File: config.mk
export PLATFORM = sky130hd
export DESIGN_NAME = brick_hit_handler
export DESIGN_NICKNAME = d
export VERILOG_FILES = /design/src/rtl/breakout_pkg.sv /design/src/rtl/brick_score_acc.sv /design/src/rtl/brick_hit_handler.sv
export SDC_FILE = /design/constraint.sdc
export NUM_CORES = 1
export LEC_CHECK = 0
export CORE_MARGIN = 3
export CORE_UTILIZATION = 54
export CTS_CLUSTER_SIZE = 8
export DETAILED_ROUTE_END_ITERATION = 16
export GPL_ROUTABILITY_DRIVEN = 0
export PLACE_DENSITY_LB_ADDON = 0.08
export SYNTH_ARGS = -nofsm -noshare
export SYNTH_HDL_FRONTEND = slang
export SYNTH_SLANG_ARGS = --single-unit
File: constraint.sdc
create_clock -name clk -period 7.4 [get_ports clk]
set_clock_uncertainty 0.2 [all_clocks]
set_input_delay 1.85 -clock clk [delete_from_list [all_inputs] [get_ports clk]]
set_output_delay 1.85 -clock clk [all_outputs]
set_load 0.02 [all_outputs]
File: src/rtl/breakout_pkg.sv
// Shared constants, FSM encoding and brick/score helpers for the breakout wall logic.
package breakout_pkg;
   localparam int ROWS    = 4;
   localparam int COLS    = 8;
   localparam int SCORE_W = 14;
   localparam int ROW_W   = $clog2(ROWS);
   localparam int BRK_W   = $clog2(COLS);

   typedef enum logic [1:0] {S_IDLE, S_APPLY, S_CLEARED, S_RELOAD} state_t;

   function automatic int brick_idx(input int row, input int brk, input int cols);
      return row * cols + brk;
   endfunction

   // Top rows sit furthest from the paddle, so they are worth the most.
   function automatic int points(input int row, input int rows);
      return rows - row;
   endfunction
endpackage

File: src/rtl/brick_score_acc.sv
// Saturating score accumulator: adds add_val when add_en, pins at all ones.
module brick_score_acc #(
   parameter int SCORE_W = 14,
   parameter int VAL_W   = 3
)(
   input  logic               clk,
   input  logic               rst,
   input  logic               add_en,
   input  logic [VAL_W-1:0]   add_val,
   output logic [SCORE_W-1:0] score
);
   logic [SCORE_W-1:0] r_score;
   logic [SCORE_W:0]   w_sum;

   assign w_sum = {1'b0, r_score} + (SCORE_W+1)'(add_val);

   always_ff @(posedge clk) begin
      if (rst)
         r_score <= '0;
      else if (add_en)
         r_score <= w_sum[SCORE_W] ? '1 : w_sum[SCORE_W-1:0];
   end

   assign score = r_score;
endmodule

File: src/rtl/brick_hit_handler.sv
// Owns the brick wall: applies hit reports, scores them, pulses bounce, handles level clear/reload.
module brick_hit_handler #(
   parameter int ROWS    = breakout_pkg::ROWS,
   parameter int COLS    = breakout_pkg::COLS,
   parameter int SCORE_W = breakout_pkg::SCORE_W,
   parameter int ROW_W   = $clog2(ROWS),
   parameter int BRK_W   = $clog2(COLS)
)(
   input  logic                             clk,
   input  logic                             rst,
   input  logic                             hit_valid,
   input  logic [ROW_W-1:0]                 hit_row,
   input  logic [BRK_W-1:0]                 hit_brk,
   input  logic                             new_level,
   output logic                             ready,
   output logic [ROWS*COLS-1:0]             bricks,
   output logic                             bounce,
   output logic [SCORE_W-1:0]               score,
   output logic [$clog2(ROWS*COLS+1)-1:0]   bricks_left,
   output logic                             level_clear
);
   import breakout_pkg::*;

   localparam int NB     = ROWS * COLS;
   localparam int LEFT_W = $clog2(NB + 1);
   localparam int IDX_W  = $clog2(NB);

   state_t              r_state;
   logic [ROW_W-1:0]    r_row;
   logic [BRK_W-1:0]    r_brk;
   logic [NB-1:0]       r_bricks;
   logic [LEFT_W-1:0]   r_left;
   logic                r_bounce;
   logic                r_ready;
   logic                r_lvl;

   logic [IDX_W-1:0]    w_idx;
   logic                w_in_range;
   logic                w_hit;
   logic [ROW_W:0]      w_pts;

   assign w_idx      = IDX_W'(brick_idx(int'(r_row), int'(r_brk), COLS));
   assign w_in_range = (int'(r_row) < ROWS) && (int'(r_brk) < COLS);
   // Stale or duplicate hits land on an already-cleared bit and fall through silently.
   assign w_hit      = (r_state == S_APPLY) && w_in_range && r_bricks[w_idx];
   assign w_pts      = (ROW_W+1)'(points(int'(r_row), ROWS));

   always_ff @(posedge clk) begin
      if (rst) begin
         r_state  <= S_IDLE;
         r_row    <= '0;
         r_brk    <= '0;
         r_bricks <= '1;
         r_left   <= LEFT_W'(NB);
         r_bounce <= 1'b0;
         r_ready  <= 1'b1;
         r_lvl    <= 1'b0;
      end else begin
         r_bounce <= 1'b0;
         case (r_state)
            S_IDLE: begin
               if (hit_valid) begin
                  r_row   <= hit_row;
                  r_brk   <= hit_brk;
                  r_ready <= 1'b0;
                  r_state <= S_APPLY;
               end
            end
            S_APPLY: begin
               r_ready <= 1'b1;
               r_state <= S_IDLE;
               if (w_hit) begin
                  r_bricks[w_idx] <= 1'b0;
                  r_left          <= r_left - LEFT_W'(1);
                  r_bounce        <= 1'b1;
                  if (r_left == LEFT_W'(1)) begin
                     r_ready <= 1'b0;
                     r_lvl   <= 1'b1;
                     r_state <= S_CLEARED;
                  end
               end
            end
            S_CLEARED: begin
               if (new_level)
                  r_state <= S_RELOAD;
            end
            S_RELOAD: begin
               r_bricks <= '1;
               r_left   <= LEFT_W'(NB);
               r_lvl    <= 1'b0;
               r_ready  <= 1'b1;
               r_state  <= S_IDLE;
            end
            default: r_state <= S_IDLE;
         endcase
      end
   end

   brick_score_acc #(
      .SCORE_W (SCORE_W),
      .VAL_W   (ROW_W + 1)
   ) u_score (
      .clk     (clk),
      .rst     (rst),
      .add_en  (w_hit),
      .add_val (w_pts),
      .score   (score)
   );

   assign ready       = r_ready;
   assign bricks      = r_bricks;
   assign bounce      = r_bounce;
   assign bricks_left = r_left;
   assign level_clear = r_lvl;
endmodule

==> metrics.md, run 1 <==
| Metric | Value |
|---|---|
| Run status | complete, no violations |
| X dimension of the die | ~84 um |
| Synthesis warning total | 0 |
| Count of fill cells added during filler insertion | 460 |
| Final WL | 8.40 mm |
| Die Y-Extent | between 80 and 90 um |
| Leading cell types in the layout, fill and taps excluded | 63 x sky130_fd_sc_hd__clkdlybuf4s50_1, 62 x sky130_fd_sc_hd__dfxtp_1, 58 x sky130_fd_sc_hd__nor2_1, 40 x sky130_fd_sc_hd__a21oi_1, 22 x sky130_fd_sc_hd__nand2_1 |
| Number of antenna violations at the first check in global routing | 0 |
| Capture point of the worst reg-to-reg path | bricks_left[5] |
| Areal power density over the cells | around 180 nW/um^2 |
| Total die area | between 7000 and 8000 um^2 |
| Hold Fails Final Rpt | 0 |
| DRC violation count after routing | 0 |
| Clock insertion delay at the later pin of the skew report | approximately 0.34 ns |
| Area of the mapped netlist | 3260 um^2 |
| Wire length of the first global-routing pass | roughly 14 mm |
| DRT antenna net count | 0 |
| Minimum clock period after layout | 4.08 ns |
| Peak fanout along the critical path | 33 |
| Max-slew violations | 0 |
| Number of clock sinks | 62 |
| Worst Hold Path EP | bricks[11] |
| FMAX | roughly 0.24 GHz |
| Hold Worst Slack | around 0.30 ns |
| Pre-antenna DRT Iters | 4 |
| Asr flop ratio synth | 0% |
| Worst relative slew slack | between 20% and 30% |
| Hold buffer count at cts | 0 |
| Required time of the critical path | around 7.5 ns |
| Placed wire-length estimate | around 5.7 mm |
| Leakage power figure | roughly 1.4 nW |
| Buffer depth of the longest clock path | 2 |
| Source of the worst hold timing path | bricks[11] |
| Root Driver | sky130_fd_sc_hd__clkbuf_8 |
| Postcts setup bufs | 0 |
| Setup slack after placement | 3.09 ns |
| Worst reg-to-reg setup slack | around 4.2 ns |
| GRT Overall Usage | between 20% and 30% |
| Number of cells traversed by the worst register-to-register path | 5 |
| Via count | approximately 3000 |
| Cells after Synth | around 380 |
| Area share of the leading cell type in the synthesized netlist | 38.0% |
| Max Cap Violations | 0 |
| Leading cell type in the layout, fill and taps excluded | sky130_fd_sc_hd__clkdlybuf4s50_1 |
| Post-DP Area | approximately 3900 um^2 |
| Clock buffers created by TritonCTS | 9 |
| Core footprint | around 5700 um^2 |
| Critical setup path kind | input pin to flop |
| Largest net degree at the start of global routing | 34 |
| Register area share after synthesis | between 30% and 40% |
| Arrival time worst endpoint | 4.14 ns |
| Count of input and output buffers | between 60 and 70 |
| Count of antenna diodes in the layout | 0 |
| Synth-to-Final Area Change | 24.5% |
| Most common flop cell mapped by yosys | sky130_fd_sc_hd__dfxtp_1 |
| Final setup vio count | 0 |
| Clock transition at path regs | 0.07 ns |
| PnR worst setup slack | ~3.3 ns |
| Placed instance count | 487 |
| Number of global-route vias before repair | 2898 |
| DRC marker count from the first detailed-route iteration | 243 |
| Peak supply drop | around 130 uV |
| Total Nets Final | around 450 |
| Final standard cell utilization of the core | a little under three quarters |
| Starting utilization of the core area | 57.5% |
| Setup crit end kind | flop |
| Post-synthesis area per instance | about 8.7 um^2 |
| Global route total overflow | 0 |
| Number of enable flip-flop cells after synthesis | 0 |
| Clock tree from TritonCTS | built |
| Avg Vias per Cell | about 6.1 |
| Layout Cell Area excl Fill | 4060 um^2 |
| RSZ-0062 raised after global routing | no |
| Yosys top cell by area | sky130_fd_sc_hd__dfxtp_1 |
| Reg2Reg Launch Point | r_brk[1] |
| Layout cell share with drive strength beyond 1 | a little under a tenth |
| Flip-flop and latch count after synthesis | 62 |
| Cts repair resizes | 0 |
| Number of distinct library cells after synthesis | 56 |
| Count of boundary I/O pins | 64 |
| Overall Power | roughly 0.74 mW |
| Worst Setup Start Kind | input pin |
| Finished Layout Cells | slightly above 500 |
| Worst hold-check path type | flop to flop |
| Transition time at the pin with the least slew margin | 1.11 ns |
| Number of placement rows | 27 |
| Final total negative setup slack | 0 ns |
| Ranking of synthesized cells by area | sky130_fd_sc_hd__dfxtp_1 38%, sky130_fd_sc_hd__nor2_1 6.7%, sky130_fd_sc_hd__a21oi_1 6.1%, sky130_fd_sc_hd__ha_1 3.4%, sky130_fd_sc_hd__mux4_2 3.4% |
| Number of levels the H-tree was split into | 3 |
| Period utilization | 55.2% |
| Synth Net Count | between 300 and 400 |
| Hold Path Depth | 2 |
| Wire per inst | roughly 17 um |
power breakdown:
| part | total (mW) | switching [mW] | internal [mW] |
|---|---|---|---|
| logic | 0.0998 | 0.0598 | 0.0400 |
| registers | 0.357 | 0.0154 | 0.342 |
| clock network | 0.280 | 0.132 | 0.148 |
| total | 0.737 | 0.207 | 0.530 |
worst max path at each step:
stage	start	slack, ns	endpoint
floorplan	rst	4.16	bricks[13]
global placement	rst	3.17	bricks_left[5]
detailed placement	rst	3.09	bricks_left[5]
CTS	rst	3.36	bricks_left[5]
global route	rst	3.20	bricks_left[5]
finish	rst	3.32	bricks_left[5]
critical path: stages:
cell and delay [ns]:
sky130_fd_sc_hd__clkdlybuf4s50_1 0.46, sky130_fd_sc_hd__buf_4 0.33, sky130_fd_sc_hd__inv_1 0.14, sky130_fd_sc_hd__nand2_1 0.51, sky130_fd_sc_hd__buf_4 0.45, sky130_fd_sc_hd__a311oi_1 0.11
sky130_fd_sc_hd__a41oi_1 0.25
cell families (layout without fill, tap and decap cells):
group	after synthesis	in the layout	share of synthesized area (%)
AO/OA/AOI/OAI	95	95	21.9
flip-flops	62	62	38.0
buffers and inverters	39	94	5.60
XOR/XNOR	1	1	0.268
adder cells (fa/ha/maj)	10	10	4.06
multiplexers	14	14	6.25
AND/OR/NAND/NOR	155	155	23.9
cells in the mapped netlist, drive strengths merged, types with 5 or more instances:
cell    count
ha          9
nor4        8
nand4       7
a311oi      7
nor3       22
clkbuf     12
o21ai       6
a41oi       8
dfxtp      62
nand2b     10
a21oi      40
nor2       58
a211oi      8
a31oi       8
buf        15
inv        12
nand2      22
mux2i       8
mux4        5
sequential cells by signal, indices dropped and copies added, names as in the netlist, named ones only:
| signal | count |
|---|---|
| bricks_left | 6 |
| r_row | 2 |
| r_state | 1 |
| level_clear | 1 |
| u_score.score | 14 |
| bricks | 32 |
| ready | 1 |
| r_brk | 3 |
| bounce | 1 |
routing by layer:
metal,track usage [%],part of all wire (%),vias to the layer above
li1,-,-,1478
met4,7.89,1.5,0
met5,0,0,-
met2,36.9,45,125
met1,34.7,47,1442
met3,6.02,6.2,16
final cells by class:
cell class	count	area [um^2]	share of cell area [%]
timing repair buffer	66	653	16.1
inverter	12	45.0	1.11
sequential	62	1240	30.6
multi-input combinational	275	1850	45.5
clock buffer	13	169	4.16
tap	72	90.1	2.22
clock inverter	3	17.5	0.431
Power figures use the tool's default switching activity.
==> run 2: changes to the inputs <==
--- a/config.mk
+++ b/config.mk
@@ -6,7 +6,7 @@
 export NUM_CORES = 1
 export LEC_CHECK = 0
 export CORE_MARGIN = 3
-export CORE_UTILIZATION = 54
+export CORE_UTILIZATION = 47
 export CTS_CLUSTER_SIZE = 8
 export DETAILED_ROUTE_END_ITERATION = 16
 export GPL_ROUTABILITY_DRIVEN = 0
==> constraint.sdc (replaced) <==
create_clock -name clk -period 3.4 [get_ports clk]
set_clock_uncertainty 0.2 [all_clocks]
set_input_delay 0.85 -clock clk [delete_from_list [all_inputs] [get_ports clk]]
set_output_delay 0.85 -clock clk [all_outputs]
set_load 0.02 [all_outputs]
==> run 2 against run 1 <==
Effect of this change: flip-flop and latch count did not move; critical path type is now flop to flop; highest routed layer unchanged; setup slack worse by 2.9 ns; final area rose by 2.8%; largest cell class unchanged; sequential share of layout area decreased by 0.83 points; worst hold slack better by 0.00090 ns.
==> metrics.md, run 2 (same netlist as run 1, synthesis figures left out) <==
| Metric | Value |
|---|---|
| Run status | complete, no violations |
| Largest net degree at the start of global routing | 55 (+62%) |
| Clock network fraction of total power | 42.3% (+4.4 points) |
| Period utilization | ~88% |
| Max-slew violations | 0 (unchanged) |
| Leakage power figure | 1.42 nW (+4.8%) |
| Leading cell type in the layout, fill and taps excluded | sky130_fd_sc_hd__clkdlybuf4s50_1 |
| Minimum clock period after layout | around 3.0 ns |
| Transition time at the pin with the least slew margin | 0.928 ns (-0.178 ns) |
| Post-DP Area | 3960 um^2 (+2.0%) |
| RSZ-0062 raised after global routing | no |
| Number of clock sinks | 62 (unchanged) |
| PnR worst setup slack | 0.411 ns (-2.91 ns) |
| Setup crit end kind | flop |
| X dimension of the die | 89.3 um (+6.7%) |
| Total die area | 7980 um^2 (+14%) |
| Wire length of the first global-routing pass | 13.6 mm (-3.6%) |
| GRT Overall Usage | 22.0% (-2.6 points) |
| Hold Path Depth | 2 (unchanged) |
| Hold Fails Final Rpt | 0 (unchanged) |
| Clock tree from TritonCTS | built |
| Switching share of power | 26.1% (-1.9 points) |
| Leading cell types in the layout, fill and taps excluded | 63 x sky130_fd_sc_hd__clkdlybuf4s50_1, 62 x sky130_fd_sc_hd__dfxtp_1, 58 x sky130_fd_sc_hd__nor2_1, 40 x sky130_fd_sc_hd__a21oi_1, 22 x sky130_fd_sc_hd__nand2_1 |
| Final total negative setup slack | 0 ns (unchanged) |
| Count of boundary I/O pins | 64 (unchanged) |
| FMAX | ~0.33 GHz |
| Count of antenna diodes in the layout | 0 (unchanged) |
| Final WL | 8.47 mm (+0.83%) |
| Relative contribution of combinational cells to total power | 13.5% (about the same) |
| Final setup vio count | 0 (unchanged) |
| Arrival time worst endpoint | 2.96 ns (-1.18 ns) |
| Number of flip-flops under the largest register name | 32 (unchanged) |
| Worst Setup Start Kind | flop |
| Clock insertion delay at the later pin of the skew report | 0.34 ns (about the same) |
| Clock buffers created by TritonCTS | 9 (unchanged) |
| Overall Power | 1.74 mW (+140%) |
| Global route total overflow | 0 (unchanged) |
| Die Y-Extent | 89.3 um (+6.7%) |
| Number of cells traversed by the worst register-to-register path | 5 (unchanged) |
| Layout Cell Area excl Fill | 4180 um^2 (+2.8%) |
| DRT antenna net count | 0 (unchanged) |
| Pint | 1.29 mW (+140%) |
| Buffer depth of the longest clock path | 2 (unchanged) |
| Count of fill cells added during filler insertion | 563 (+22%) |
| Worst hold-check path type | flop to flop |
| Required time of the critical path | 3.37 ns (-4.08 ns) |
| Number of placement rows | 29 (+7.4%) |
| Areal power density over the cells | 417 nW/um^2 (+130%) |
| Hold Worst Slack | 0.305 ns (+0.000897 ns) |
| Max Cap Violations | 0 (unchanged) |
| Number of global-route vias before repair | 2809 (-3.1%) |
| DRC violation count after routing | 0 (unchanged) |
| Starting utilization of the core area | 50.0% (-7.5 points) |
| Clock transition at path regs | 0.07 ns (about the same) |
| DRC marker count from the first detailed-route iteration | 169 (-30%) |
| Total Nets Final | 453 (+1.8%) |
| Worst relative slew slack | 37.6% (+12 points) |
| Avg Vias per Cell | 5.94 (-2.4%) |
| Wire per inst | 16.5 um (-1.5%) |
| Layout cell share with drive strength beyond 1 | 11.0% (+1.7 points) |
| Cts repair resizes | 0 (unchanged) |
| Synth-to-Final Area Change | 27.9% |
| Placed wire-length estimate | 5.78 mm (+1.7%) |
| Peak supply drop | 286 uV (+110%) |
| Peak fanout along the critical path | 24 (-27%) |
| Root Driver | sky130_fd_sc_hd__clkbuf_8 |
| Postcts setup bufs | 0 (unchanged) |
| Number of levels the H-tree was split into | 3 (unchanged) |
| Count of input and output buffers | 63 (unchanged) |
| Power dissipated by switching net loads | 0.455 mW (+120%) |
| Critical setup path kind | flop to flop |
| Pre-antenna DRT Iters | 4 (unchanged) |
| Setup slack after placement | 0.462 ns (-2.63 ns) |
| Hold buffer count at cts | 0 (unchanged) |
| Number of antenna violations at the first check in global routing | 0 (unchanged) |
| Core footprint | 6530 um^2 (+15%) |
| Register share of total power | 44.3% (-4.2 points) |
| Via count | 3059 (-0.065%) |
[run 2: final cells by class]
type	count	area [um^2]	share of cell area [%]
Clock inverter	4	70.1	1.68
Timing Repair Buffer	74	726	17.4
Multi-Input combinational cell	275	1850	44.2
Tap cell	77	96.3	2.31
Clock buffer	11	151	3.62
Sequential cell	62	1240	29.7
Inverter	12	45.0	1.08
[run 2: power groups by stage]
| stage | clock network [mW] | logic, mW | registers, mW |
|---|---|---|---|
| 6_report | 0.736 | 0.234 | 0.770 |
| 5_1_grt | 0.783 | 0.253 | 0.774 |
| 4_1_cts | 0.746 | 0.234 | 0.770 |
| 3_5_place_dp | 0 | 0.232 | 0.786 |
| 3_3_place_gp | 0 | 0.229 | 0.786 |
| 2_1_floorplan | 0 | 0.144 | 0.795 |
[run 2: worst max-delay path, cell delays in order, from the launching register on]
cell	delay, ns
sky130_fd_sc_hd__dfxtp_1	0.67
sky130_fd_sc_hd__nand2b_1	0.50
sky130_fd_sc_hd__o221ai_2	0.20
sky130_fd_sc_hd__a221o_1	0.73
sky130_fd_sc_hd__a311oi_1	0.43
sky130_fd_sc_hd__a41oi_1	0.07
[run 2: metal layers]
metal	share of wire, %	track usage, %	wire (um)	up-vias
met3	5.0	6.18	423	11
met2	47	34.0	3960	86
met4	0.97	6.09	82	0
li1	-	-	-	1486
met5	0	0	0	-
met1	47	30.1	4010	1476
[run 2: final timing paths]
| check | from | to | slack (ns) |
|---|---|---|---|
| worst min-delay path | bricks[10] | bricks[10] | 0.31 |
| worst max register to register | r_brk[0] | bricks_left[5] | 0.41 |
| worst min register to register | bricks[10] | bricks[10] | 0.31 |
| worst max-delay path | r_brk[0] | bricks_left[5] | 0.41 |
[run 2: metrics by stage]
stage          utilization (%)  cells
2_1_floorplan                -    376
3_5_place_dp              60.6    500
5_1_grt                   63.9    515
3_3_place_gp              60.6    500
4_1_cts                   63.9    515
6_report                  63.9    515
==> run 3: changes to the inputs <==
--- a/config.mk
+++ b/config.mk
@@ -11,6 +11,7 @@
 export DETAILED_ROUTE_END_ITERATION = 16
 export GPL_ROUTABILITY_DRIVEN = 0
 export PLACE_DENSITY_LB_ADDON = 0.08
+export SKIP_LAST_GASP = 1
 export SYNTH_ARGS = -nofsm -noshare
 export SYNTH_HDL_FRONTEND = slang
 export SYNTH_SLANG_ARGS = --single-unit
==> results of run 3 <==
The final DEF is identical to that of run 2; final timing and power are the same.
